==> src/rtl/mem_stage_dmem_ctrl_pkg.sv <==
// mem_stage_dmem_ctrl_pkg: size encodings, FSM states and lane helpers for the MEM-stage data memory controller
package mem_stage_dmem_ctrl_pkg;
  localparam logic [1:0] SZ_WORD = 2'b00;
  localparam logic [1:0] SZ_HALF = 2'b01;
  localparam logic [1:0] SZ_BYTE = 2'b10;
  typedef enum logic [1:0] {IDLE, REQ, DONE} state_e;
  function automatic logic [3:0] be_of(input logic [1:0] sz, input logic [1:0] off);
    return sz == SZ_BYTE ? 4'b0001 << off : sz == SZ_HALF ? (off[1] ? 4'b1100 : 4'b0011) : 4'b1111;
  endfunction
  function automatic logic [31:0] rep_of(input logic [1:0] sz, input logic [31:0] d);
    return sz == SZ_BYTE ? {4{d[7:0]}} : sz == SZ_HALF ? {2{d[15:0]}} : d;
  endfunction
  function automatic logic misaligned(input logic [1:0] sz, input logic [1:0] off);
    return sz == SZ_BYTE ? 1'b0 : sz == SZ_HALF ? off[0] : off != 2'b00;
  endfunction
endpackage

==> src/rtl/mem_stage_dmem_ctrl_if.sv <==
// mem_stage_dmem_ctrl_if: req/ack data memory bus between the MEM-stage controller and the memory
interface mem_stage_dmem_ctrl_if #(parameter int ADDR_W = 32);
  logic              mem_req;
  logic              mem_we;
  logic [3:0]        mem_be;
  logic [ADDR_W-1:0] mem_addr;
  logic [31:0]       mem_wdata;
  logic              mem_ack;
  logic [31:0]       mem_rdata;
  modport master(output mem_req, mem_we, mem_be, mem_addr, mem_wdata, input mem_ack, mem_rdata);
  modport slave(input mem_req, mem_we, mem_be, mem_addr, mem_wdata, output mem_ack, mem_rdata);
endinterface

==> src/rtl/mem_stage_dmem_ctrl_load_ext.sv <==
// mem_stage_dmem_ctrl_load_ext: picks the addressed byte/half of a read word and sign/zero-extends it
module mem_stage_dmem_ctrl_load_ext
  import mem_stage_dmem_ctrl_pkg::*;
(
  input  logic [1:0]  size,
  input  logic        sign,
  input  logic [1:0]  off,
  input  logic [31:0] word,
  output logic [31:0] data
);
  logic [7:0]  b;
  logic [15:0] h;
  // lane select then extension; word loads pass straight through
  always_comb begin
    b = word[{off, 3'b000} +: 8];
    h = off[1] ? word[31:16] : word[15:0];
    data = size == SZ_BYTE ? {{24{sign & b[7]}}, b} : size == SZ_HALF ? {{16{sign & h[15]}}, h} : word;
  end
endmodule

==> src/rtl/mem_stage_dmem_ctrl.sv <==
// mem_stage_dmem_ctrl: MEM-stage req/ack data memory controller with stall and load extension (optional DMEM_ALIGN_CHECK_EN)
module mem_stage_dmem_ctrl
  import mem_stage_dmem_ctrl_pkg::*;
#(
  parameter int ADDR_W         = 32,
  parameter int TIMEOUT_CYCLES = 16
) (
  input  logic              clk,
  input  logic              rst,
  input  logic              ena,
  input  logic              dmem_ena,
  input  logic              dmem_wena,
  input  logic [1:0]        dmem_wsel,
  input  logic [1:0]        dmem_rsel,
  input  logic              modifier_sign,
  input  logic [ADDR_W-1:0] addr,
  input  logic [31:0]       wdata,
  output logic              stall,
  output logic [31:0]       load_data,
  output logic              load_valid,
  output logic              bus_err,
  output logic              addr_err,
  mem_stage_dmem_ctrl_if.master mem
);
  localparam int CW = TIMEOUT_CYCLES > 2 ? $clog2(TIMEOUT_CYCLES) : 1;
  localparam logic [CW-1:0] LAST = CW'(TIMEOUT_CYCLES - 1);
  state_e            state_q, state_d;
  logic [CW-1:0]     cnt_q, cnt_d;
  logic              req_q, req_d, we_q, we_d, sign_q, sign_d;
  logic [1:0]        size_q, size_d, off_q, off_d;
  logic [3:0]        be_q, be_d;
  logic [ADDR_W-1:0] addr_q, addr_d;
  logic [31:0]       wdata_q, wdata_d, load_data_q, load_data_d, ext_data;
  logic              load_valid_q, load_valid_d, bus_err_q, bus_err_d, addr_err_q, addr_err_d;
  mem_stage_dmem_ctrl_load_ext u_ext (.size(size_q), .sign(sign_q), .off(off_q), .word(mem.mem_rdata), .data(ext_data));
  // next state, latched access fields and one-cycle result pulses
  always_comb begin
    state_d      = state_q;
    cnt_d        = cnt_q;
    req_d        = req_q;
    we_d         = we_q;
    sign_d       = sign_q;
    size_d       = size_q;
    off_d        = off_q;
    be_d         = be_q;
    addr_d       = addr_q;
    wdata_d      = wdata_q;
    load_data_d  = load_data_q;
    load_valid_d = 1'b0;
    bus_err_d    = 1'b0;
    addr_err_d   = 1'b0;
    unique case (state_q)
      IDLE: if (dmem_ena) begin
        size_d  = dmem_wena ? dmem_wsel : dmem_rsel;
        sign_d  = modifier_sign;
        off_d   = addr[1:0];
        we_d    = dmem_wena;
        be_d    = dmem_wena ? be_of(size_d, addr[1:0]) : 4'b1111;
        addr_d  = {addr[ADDR_W-1:2], 2'b00};
        wdata_d = rep_of(size_d, wdata);
        cnt_d   = '0;
`ifdef DMEM_ALIGN_CHECK_EN
        if (misaligned(size_d, addr[1:0])) begin
          addr_err_d  = 1'b1;
          load_data_d = '0;
          state_d     = DONE;
        end else begin
          req_d   = 1'b1;
          state_d = REQ;
        end
`else
        req_d   = 1'b1;
        state_d = REQ;
`endif
      end
      REQ: begin
        cnt_d = cnt_q + 1'b1;
        if (mem.mem_ack) begin
          req_d   = 1'b0;
          state_d = DONE;
          if (!we_q) begin
            load_data_d  = ext_data;
            load_valid_d = 1'b1;
          end
        end else if (cnt_q == LAST) begin
          req_d       = 1'b0;
          bus_err_d   = 1'b1;
          load_data_d = '0;
          state_d     = DONE;
        end
      end
      DONE: state_d = ena ? IDLE : DONE;
      default: state_d = IDLE;
    endcase
  end
  // state and output registers, cleared asynchronously so mem_req drops the moment rst rises
  always_ff @(posedge clk or posedge rst) begin
    if (rst) begin
      state_q      <= IDLE;
      cnt_q        <= '0;
      req_q        <= 1'b0;
      we_q         <= 1'b0;
      sign_q       <= 1'b0;
      size_q       <= SZ_WORD;
      off_q        <= 2'b00;
      be_q         <= 4'b0000;
      addr_q       <= '0;
      wdata_q      <= '0;
      load_data_q  <= '0;
      load_valid_q <= 1'b0;
      bus_err_q    <= 1'b0;
      addr_err_q   <= 1'b0;
    end else begin
      state_q      <= state_d;
      cnt_q        <= cnt_d;
      req_q        <= req_d;
      we_q         <= we_d;
      sign_q       <= sign_d;
      size_q       <= size_d;
      off_q        <= off_d;
      be_q         <= be_d;
      addr_q       <= addr_d;
      wdata_q      <= wdata_d;
      load_data_q  <= load_data_d;
      load_valid_q <= load_valid_d;
      bus_err_q    <= bus_err_d;
      addr_err_q   <= addr_err_d;
    end
  end
  assign stall         = ~rst & (state_q == REQ | (state_q == IDLE & dmem_ena));
  assign load_data     = load_data_q;
  assign load_valid    = load_valid_q;
  assign bus_err       = bus_err_q;
  assign addr_err      = addr_err_q;
  assign mem.mem_req   = req_q;
  assign mem.mem_we    = we_q;
  assign mem.mem_be    = be_q;
  assign mem.mem_addr  = addr_q;
  assign mem.mem_wdata = wdata_q;
endmodule
==> src/flat_wrapper.sv <==
// flat-port wrapper written by rule: the top's interface ports become plain ports
module mem_stage_dmem_ctrl_flat import mem_stage_dmem_ctrl_pkg::*;
#(
  parameter int ADDR_W         = 32,
  parameter int TIMEOUT_CYCLES = 16
)
  (clk, rst, ena, dmem_ena, dmem_wena, dmem_wsel, dmem_rsel, modifier_sign, addr, wdata, stall, load_data, load_valid, bus_err, addr_err, mem_mem_req, mem_mem_we, mem_mem_be, mem_mem_addr, mem_mem_wdata, mem_mem_ack, mem_mem_rdata);
  mem_stage_dmem_ctrl_if #(.ADDR_W(ADDR_W)) mem_i ();
  input  logic clk;
  input  logic rst;
  input  logic ena;
  input  logic dmem_ena;
  input  logic dmem_wena;
  input  logic [1:0] dmem_wsel;
  input  logic [1:0] dmem_rsel;
  input  logic modifier_sign;
  input  logic [ADDR_W-1:0] addr;
  input  logic [31:0] wdata;
  output logic stall;
  output logic [31:0] load_data;
  output logic load_valid;
  output logic bus_err;
  output logic addr_err;
  output wire logic [$bits(mem_i.mem_req)-1:0] mem_mem_req;
  output wire logic [$bits(mem_i.mem_we)-1:0] mem_mem_we;
  output wire logic [$bits(mem_i.mem_be)-1:0] mem_mem_be;
  output wire logic [$bits(mem_i.mem_addr)-1:0] mem_mem_addr;
  output wire logic [$bits(mem_i.mem_wdata)-1:0] mem_mem_wdata;
  input wire logic [$bits(mem_i.mem_ack)-1:0] mem_mem_ack;
  input wire logic [$bits(mem_i.mem_rdata)-1:0] mem_mem_rdata;
  assign mem_mem_req = mem_i.mem_req;
  assign mem_mem_we = mem_i.mem_we;
  assign mem_mem_be = mem_i.mem_be;
  assign mem_mem_addr = mem_i.mem_addr;
  assign mem_mem_wdata = mem_i.mem_wdata;
  assign mem_i.mem_ack = mem_mem_ack;
  assign mem_i.mem_rdata = mem_mem_rdata;
  mem_stage_dmem_ctrl #(.ADDR_W(ADDR_W), .TIMEOUT_CYCLES(TIMEOUT_CYCLES)) u_core (.clk(clk), .rst(rst), .ena(ena), .dmem_ena(dmem_ena), .dmem_wena(dmem_wena), .dmem_wsel(dmem_wsel), .dmem_rsel(dmem_rsel), .modifier_sign(modifier_sign), .addr(addr), .wdata(wdata), .stall(stall), .load_data(load_data), .load_valid(load_valid), .bus_err(bus_err), .addr_err(addr_err), .mem(mem_i));
endmodule
==> config.mk <==
export PLATFORM = sky130hd
export DESIGN_NAME = mem_stage_dmem_ctrl_flat
export DESIGN_NICKNAME = d
export VERILOG_FILES = /design/src/rtl/mem_stage_dmem_ctrl_pkg.sv /design/src/rtl/mem_stage_dmem_ctrl_if.sv /design/src/rtl/mem_stage_dmem_ctrl_load_ext.sv /design/src/rtl/mem_stage_dmem_ctrl.sv /design/src/flat_wrapper.sv
export SDC_FILE = /design/constraint.sdc
export NUM_CORES = 1
export LEC_CHECK = 0
export ABC_AREA = 0
export CORE_MARGIN = 2
export CORE_UTILIZATION = 47
export CTS_CLUSTER_SIZE = 14
export DETAILED_ROUTE_END_ITERATION = 8
export PLACE_DENSITY = 0.93
export RECOVER_POWER = 50
export SYNTH_ARGS = -nofsm -noshare
export SYNTH_HDL_FRONTEND = slang
export SYNTH_SLANG_ARGS = --single-unit
==> constraint.sdc <==
create_clock -name clk -period 7.9 [get_ports clk]
set_input_delay 1.185 -clock clk [delete_from_list [all_inputs] [get_ports clk]]
set_output_delay 1.185 -clock clk [all_outputs]
set_load 0.02 [all_outputs]
==> flow_summary.yaml, run 1 <==
outcome:
  status: "complete, but fails checks"
  violations: "capacitance limit, slew limit"
clocking:
  numCtsBuffers: 17
  cts_root_buf: "clkbuf_8"
  cts.path.max_buffers: 2
  post-cts-setup-buffers: 0
  cts_tree: "done"
  cts.clk_slew.worst_paths_ns: 0.05
  cts-htree-levels: 4
  hold_buffers: 0
  ctsResizeCount: 0
  cts_sinks: 113
  insertion_delay_ns: 0.51
floorplanning:
  num_rows: 38
  initial_core_util_pct: 48.1
  die_h_um: 109
  core_region_area_um2: 10800
  die_w_um: 109
  num_io_pins: 213
  design.die.area_um2: 11900
sta:
  hold_violations: 0
  setup_viol: 0
  period_share_pct: 51.0
  skew_ns: 0.0112
  relSlewSlack_pct: -68.8
  rsz0062_at_grt: "no"
  setup-tns-final_ns: 0
  timing.final.crit_period_ns: 4.03
  fmax_mhz: 248
  slew_violations: 57
  tightest_slew_ns: 2.52
  setup_ws_ns: 3.87
placement:
  place_hpwl_mm: 11.7
  place_area_um2: 7340
  io_buffers: 209
  dp_slack_ns: 4.07
  gp_congestion: 0.877
yosys:
  yosysSeqAreaShare_pct: 54.5
  synth.area.top_cells: "dfrtp_1, mux2_2, mux2i_1"
  ys_ff_latch: 113
  synth-edff-count: 0
  yosys.area.top_type_share_pct: 54.5
  yosysWarnings: 0
  async_reset_ff_share_pct: 100
  netlist_area_um2: 5190
  synth_top_cell_by_area: "dfrtp_1"
  synthTopCellsByCount: "dfrtp_1, a21oi_1, mux2_2, nor2_1, nand2_1"
  ys.flop_type: "dfrtp_1"
  syn_avg_cell_area_um2: 11.4
  synthesis.instances: 456
  synth.most_common_cell: "dfrtp_1"
  synth_cell_types: 44
worst_hold_path:
  hold_path.class: "reg2reg"
setup_path:
  end_kind: "output pin"
  crit_required_ns: 6.71
  path_class: "in2out"
  crit_fanout: 4
  start_kind: "primary input"
  crit_arrival_ns: 2.84
pwr:
  ir_drop_uv: 251
  power_density_nw_per_um2: 425
  leakage_nw: 3.29
route:
  num_vias: 4680
  wl_per_cell_um: 20.9
  post_drt_via_cell_ratio: 5.80
  first_iter_violations: 300
  routed_wl_mm: 16.9
  drc: 0
  drtAntennaViolNets: 0
  drt_pass1_iterations: 5
layout:
  num_antenna_cells: 0
  drive_gt1_share_pct: 12.6
  fillers: 731
  multi_input_area_um2: 2190
  fin_area_um2: 7880
  area_growth_pct: 51.8
  layout.nets: 766
  seq_area_um2: 2830
global_routing:
  antenna_found_initial: 0
  grt_start_max_net_pins: 104
  grt_overflow_total: 0
  grt_pass1_wl_mm: 26.1
  grt_pass1_vias: 4920
  track_usage_pct: 29.5
run:
  maxCapViolations: 1
==> metrics by stage <==
stage	utilization [%]	total power, mW	cells	hold slack [ns]
after global routing	73.0	3.51	807	0.508
after global placement	68.0	2.56	779	0.468
final	73.0	3.35	807	0.483
after floorplan	-	1.91	458	0.472
after detailed placement	68.0	2.63	779	0.477
after CTS	73.1	3.39	807	0.488
==> sequential cells by signal, indices dropped and copies added (netlist names) <==
| register | cells |
|---|---|
| u_core.load_data | 32 |
| u_core.mem.mem_wdata | 32 |
| u_core.mem.mem_addr | 30 |
| u_core.cnt_q | 4 |
| u_core.mem.mem_be | 4 |
| u_core.off_q | 2 |
| u_core.size_q | 2 |
| u_core.state_q | 2 |
| u_core.bus_err | 1 |
| u_core.load_valid | 1 |
| u_core.mem.mem_req | 1 |
| u_core.mem.mem_we | 1 |
| u_core.sign_q | 1 |
==> final timing paths <==
path | start | to | slack, ns | cells after the start
min in group asynchronous | rst | u_core.mem.mem_addr[24] | 1.85 | 2
worst max register to register | u_core.state_q[1] | u_core.mem.mem_be[0] | 5.50 | 4
worst min register to register | u_core.load_data[26] | u_core.load_data[26] | 0.48 | 2
max in group asynchronous | rst | u_core.load_data[6] | 4.40 | 3
worst max-delay path | dmem_ena | stall | 3.87 | 5
worst min-delay path | u_core.load_data[26] | u_core.load_data[26] | 0.48 | 2
==> kinds of logic after synthesis <==
family | Yosys count | synth area share (%)
other cells | 1 | 0.0723
mux | 76 | 17.5
fa+ha+maj | 1 | 0.241
buf+inv | 36 | 3.45
flops | 113 | 54.5
compound gates | 116 | 14.1
simple gates | 111 | 9.86
xor+xnor | 2 | 0.338
==> worst max-delay path: stages <==
cell and delay [ns]:
dlygate4sd3_1 0.51, nor3b_1 0.27, nor2_1 0.14, nor2_1 0.12
clkdlybuf4s50_1 0.61
==> cells in the final DEF, fill, tap and decap left out, types with 13 or more instances in the layout <==
master             n
nand2_1           37
clkbuf_16         16
nor2_1            38
mux2i_1           26
a21oi_1           51
dfrtp_1          113
mux2_2            41
o21ai_1           13
nand3_1           17
o21ai_0           14
clkdlybuf4s50_1  180
dlygate4sd3_1     29
==> power by group <==
part | internal (mW) | switching, mW | total, mW | leakage [nW]
Clock | 0.473 | 0.252 | 0.724 | 0.274
Sequential | 0.852 | 0.200 | 1.05 | 1.33
Combinational | 0.749 | 0.822 | 1.57 | 1.69
Total | 2.07 | 1.27 | 3.35 | 3.29
==> routing by layer <==
metal | vias to the layer above | track usage (%) | share of wire [%] | wire (um)
li1 | 2054 | - | - | -
met4 | 0 | 12.4 | 2.9 | 498
met3 | 45 | 10.2 | 11 | 1890
met5 | - | 0 | 0 | 0
met1 | 2268 | 33.5 | 36 | 6010
met2 | 313 | 50.5 | 50 | 8500
==> final cells by class <==
cell class | instances | share of cell area [%]
clock inverters | 6 | 1.05
inverters | 5 | 0.254
flip-flops and latches | 113 | 35.9
clock buffers | 22 | 6.00
repair buffers | 212 | 26.8
multi-input cells | 309 | 27.7
well taps | 140 | 2.22
Note: power is estimated with default switching activity, not from simulation.
==> run 2, diff against run 1 <==
--- a/config.mk
+++ b/config.mk
@@ -7,10 +7,10 @@
 export LEC_CHECK = 0
 export ABC_AREA = 0
 export CORE_MARGIN = 2
-export CORE_UTILIZATION = 47
+export CORE_UTILIZATION = 43
 export CTS_CLUSTER_SIZE = 14
 export DETAILED_ROUTE_END_ITERATION = 8
-export PLACE_DENSITY = 0.93
+export PLACE_DENSITY = 0.86
 export RECOVER_POWER = 50
 export SYNTH_ARGS = -nofsm -noshare
 export SYNTH_HDL_FRONTEND = slang
==> constraint.sdc (replaced) <==
create_clock -name clk -period 3.9 [get_ports clk]
set_input_delay 0.585 -clock clk [delete_from_list [all_inputs] [get_ports clk]]
set_output_delay 0.585 -clock clk [all_outputs]
set_load 0.02 [all_outputs]
==> run 2 against run 1 <==
Effect of this change:
- the run now ends clean
- core utilization is 5.5 points lower
- register-to-register slack worse by 3.9 ns
- clock-buffer cell count grew 1
- combinational power rose by 99%
- total power increased by 110%
- sequential share of layout area fell by 0.74 points
- clock skew grew 0.00073 ns
- first-iteration DRC count is 3.7% higher
- global-route usage down 4.7 points
- critical path type is now reg2out
- largest cell class unchanged
==> flow_summary.yaml, run 2 (synthesis results as in run 1) <==
sta:
  slew_violations: 0
  skew_ns: 0.0119
  setup_ws_ns: 1.22
  hold_violations: 0
  relSlewSlack_pct: 28.0
  period_share_pct: 68.7
  setup_viol: 0
  rsz0062_at_grt: "no"
  setup-tns-final_ns: 0
  timing.final.crit_period_ns: 2.68
  tightest_slew_ns: 1.08
  fmax_mhz: 373
clocking:
  cts_root_buf: "clkbuf_16"
  cts_sinks: 113
  cts-htree-levels: 4
  cts.clk_slew.worst_paths_ns: 0.05
  cts_tree: "done"
  ctsResizeCount: 0
  insertion_delay_ns: 0.41
  cts.path.max_buffers: 2
  hold_buffers: 0
  numCtsBuffers: 17
  post-cts-setup-buffers: 0
layout:
  final_cells: 818
  drive_gt1_share_pct: 13.1
  fin_area_um2: 8050
  fillers: 888
  fin_util_pct: 67.5
  final_cell_mix: "clkdlybuf4s50_1, dfrtp_1, a21oi_1"
  multi_input_area_um2: 2200
  layout.nets: 766
  num_antenna_cells: 0
  area_growth_pct: 55.0
  mostFrequentLayoutCell: "clkdlybuf4s50_1"
  seq_area_um2: 2830
setup_path:
  crit_arrival_ns: 2.09
  path_cells: "nor2b_1, nor2_1, nor2_1, clkdlybuf4s50_1"
  crit_fanout: 5
  path_class: "reg2out"
  start_kind: "register"
  critical_path_buf_inv_count: 1
  cp_top_family: "buffers and inverters"
  crit_required_ns: 3.31
  crit_top_cell: "nor2_1"
  end_kind: "output pin"
  cp_slowest_cell: "clkdlybuf4s50_1"
  crit_path_max_incr_delay_ns: 0.62
placement:
  dp_cells: 786
  gp_congestion: 0.852
  io_buffers: 209
  place_hpwl_mm: 11.1
  dp_slack_ns: 1.04
  place_area_um2: 7360
floorplanning:
  die_h_um: 114
  num_rows: 40
  design.die.area_um2: 13000
  num_io_pins: 213
  die_w_um: 114
  initial_core_util_pct: 43.6
  core_region_area_um2: 11900
global_routing:
  grt_start_max_net_pins: 106
  grt_pass1_vias: 4837
  antenna_found_initial: 0
  grt_pass1_wl_mm: 24.6
  track_usage_pct: 24.8
  grt_overflow_total: 0
pwr:
  ir_drop_uv: 540
  leakage_nw: 3.37
  power_density_nw_per_um2: 875
worst_hold_path:
  hold_path.class: "reg2reg"
outcome:
  status: "finished clean"
route:
  drtAntennaViolNets: 0
  drt_pass1_iterations: 9
  num_vias: 4624
  routed_wl_mm: 16.0
  post_drt_via_cell_ratio: 5.65
  first_iter_violations: 311
  drc: 0
  wl_per_cell_um: 19.5
run:
  maxCapViolations: 0
==> run 2: worst paths after layout <==
check                                startpoint                        to  slack (ns)  cells past startpoint
hold reg to reg            u_core.load_data[24]      u_core.load_data[24]        0.48                      2
min in group asynchronous                   rst           u_core.cnt_q[1]        0.67                      2
max in group asynchronous                   rst  u_core.mem.mem_wdata[30]        2.35                      3
setup / recovery              u_core.state_q[0]                     stall        1.22                      4
hold / removal             u_core.load_data[24]      u_core.load_data[24]        0.48                      2
setup reg to reg                u_core.off_q[1]      u_core.load_data[18]        1.63                      4
==> run 2: final cells by class <==
cell class                 instances  share of cell area [%]
sequential                       113                    35.1
multi-input combinational        309                    27.3
timing repair buffer             212                    26.4
clock buffer                      23                    6.07
clock inverter                     9                    2.49
tap                              147                    2.29
inverter                           5                   0.249
==> run 2: routing by layer <==
layer	vias up	track usage [%]	wire, um
li1	2058	-	-
met1	2252	27.9	5800
met2	265	42.3	8150
met3	49	9.30	1540
met4	0	10.8	476
met5	-	0	0
==> run 2: where the power goes <==
group          total [mW]  internal, mW  switching [mW]
registers            2.13          1.73           0.400
clock network        1.79          1.27           0.524
logic                3.12          1.48            1.64
total                7.04          4.48            2.56
==> run 2: stage by stage <==
step                      power [mW]  hold slack [ns]
final                           7.04            0.478
after global routing            7.38            0.513
after CTS                       7.17            0.445
after detailed placement        5.32            0.479
after global placement          5.19            0.474
after floorplan                 3.86            0.472
==> run 2: worst register-to-register path, stage by stage (launching register included) <==
cell and delay, ns:
dfrtp_1 0.68, mux2i_2 0.44, o221ai_1 0.24, nand2_1 0.46, o21ai_0 0.28
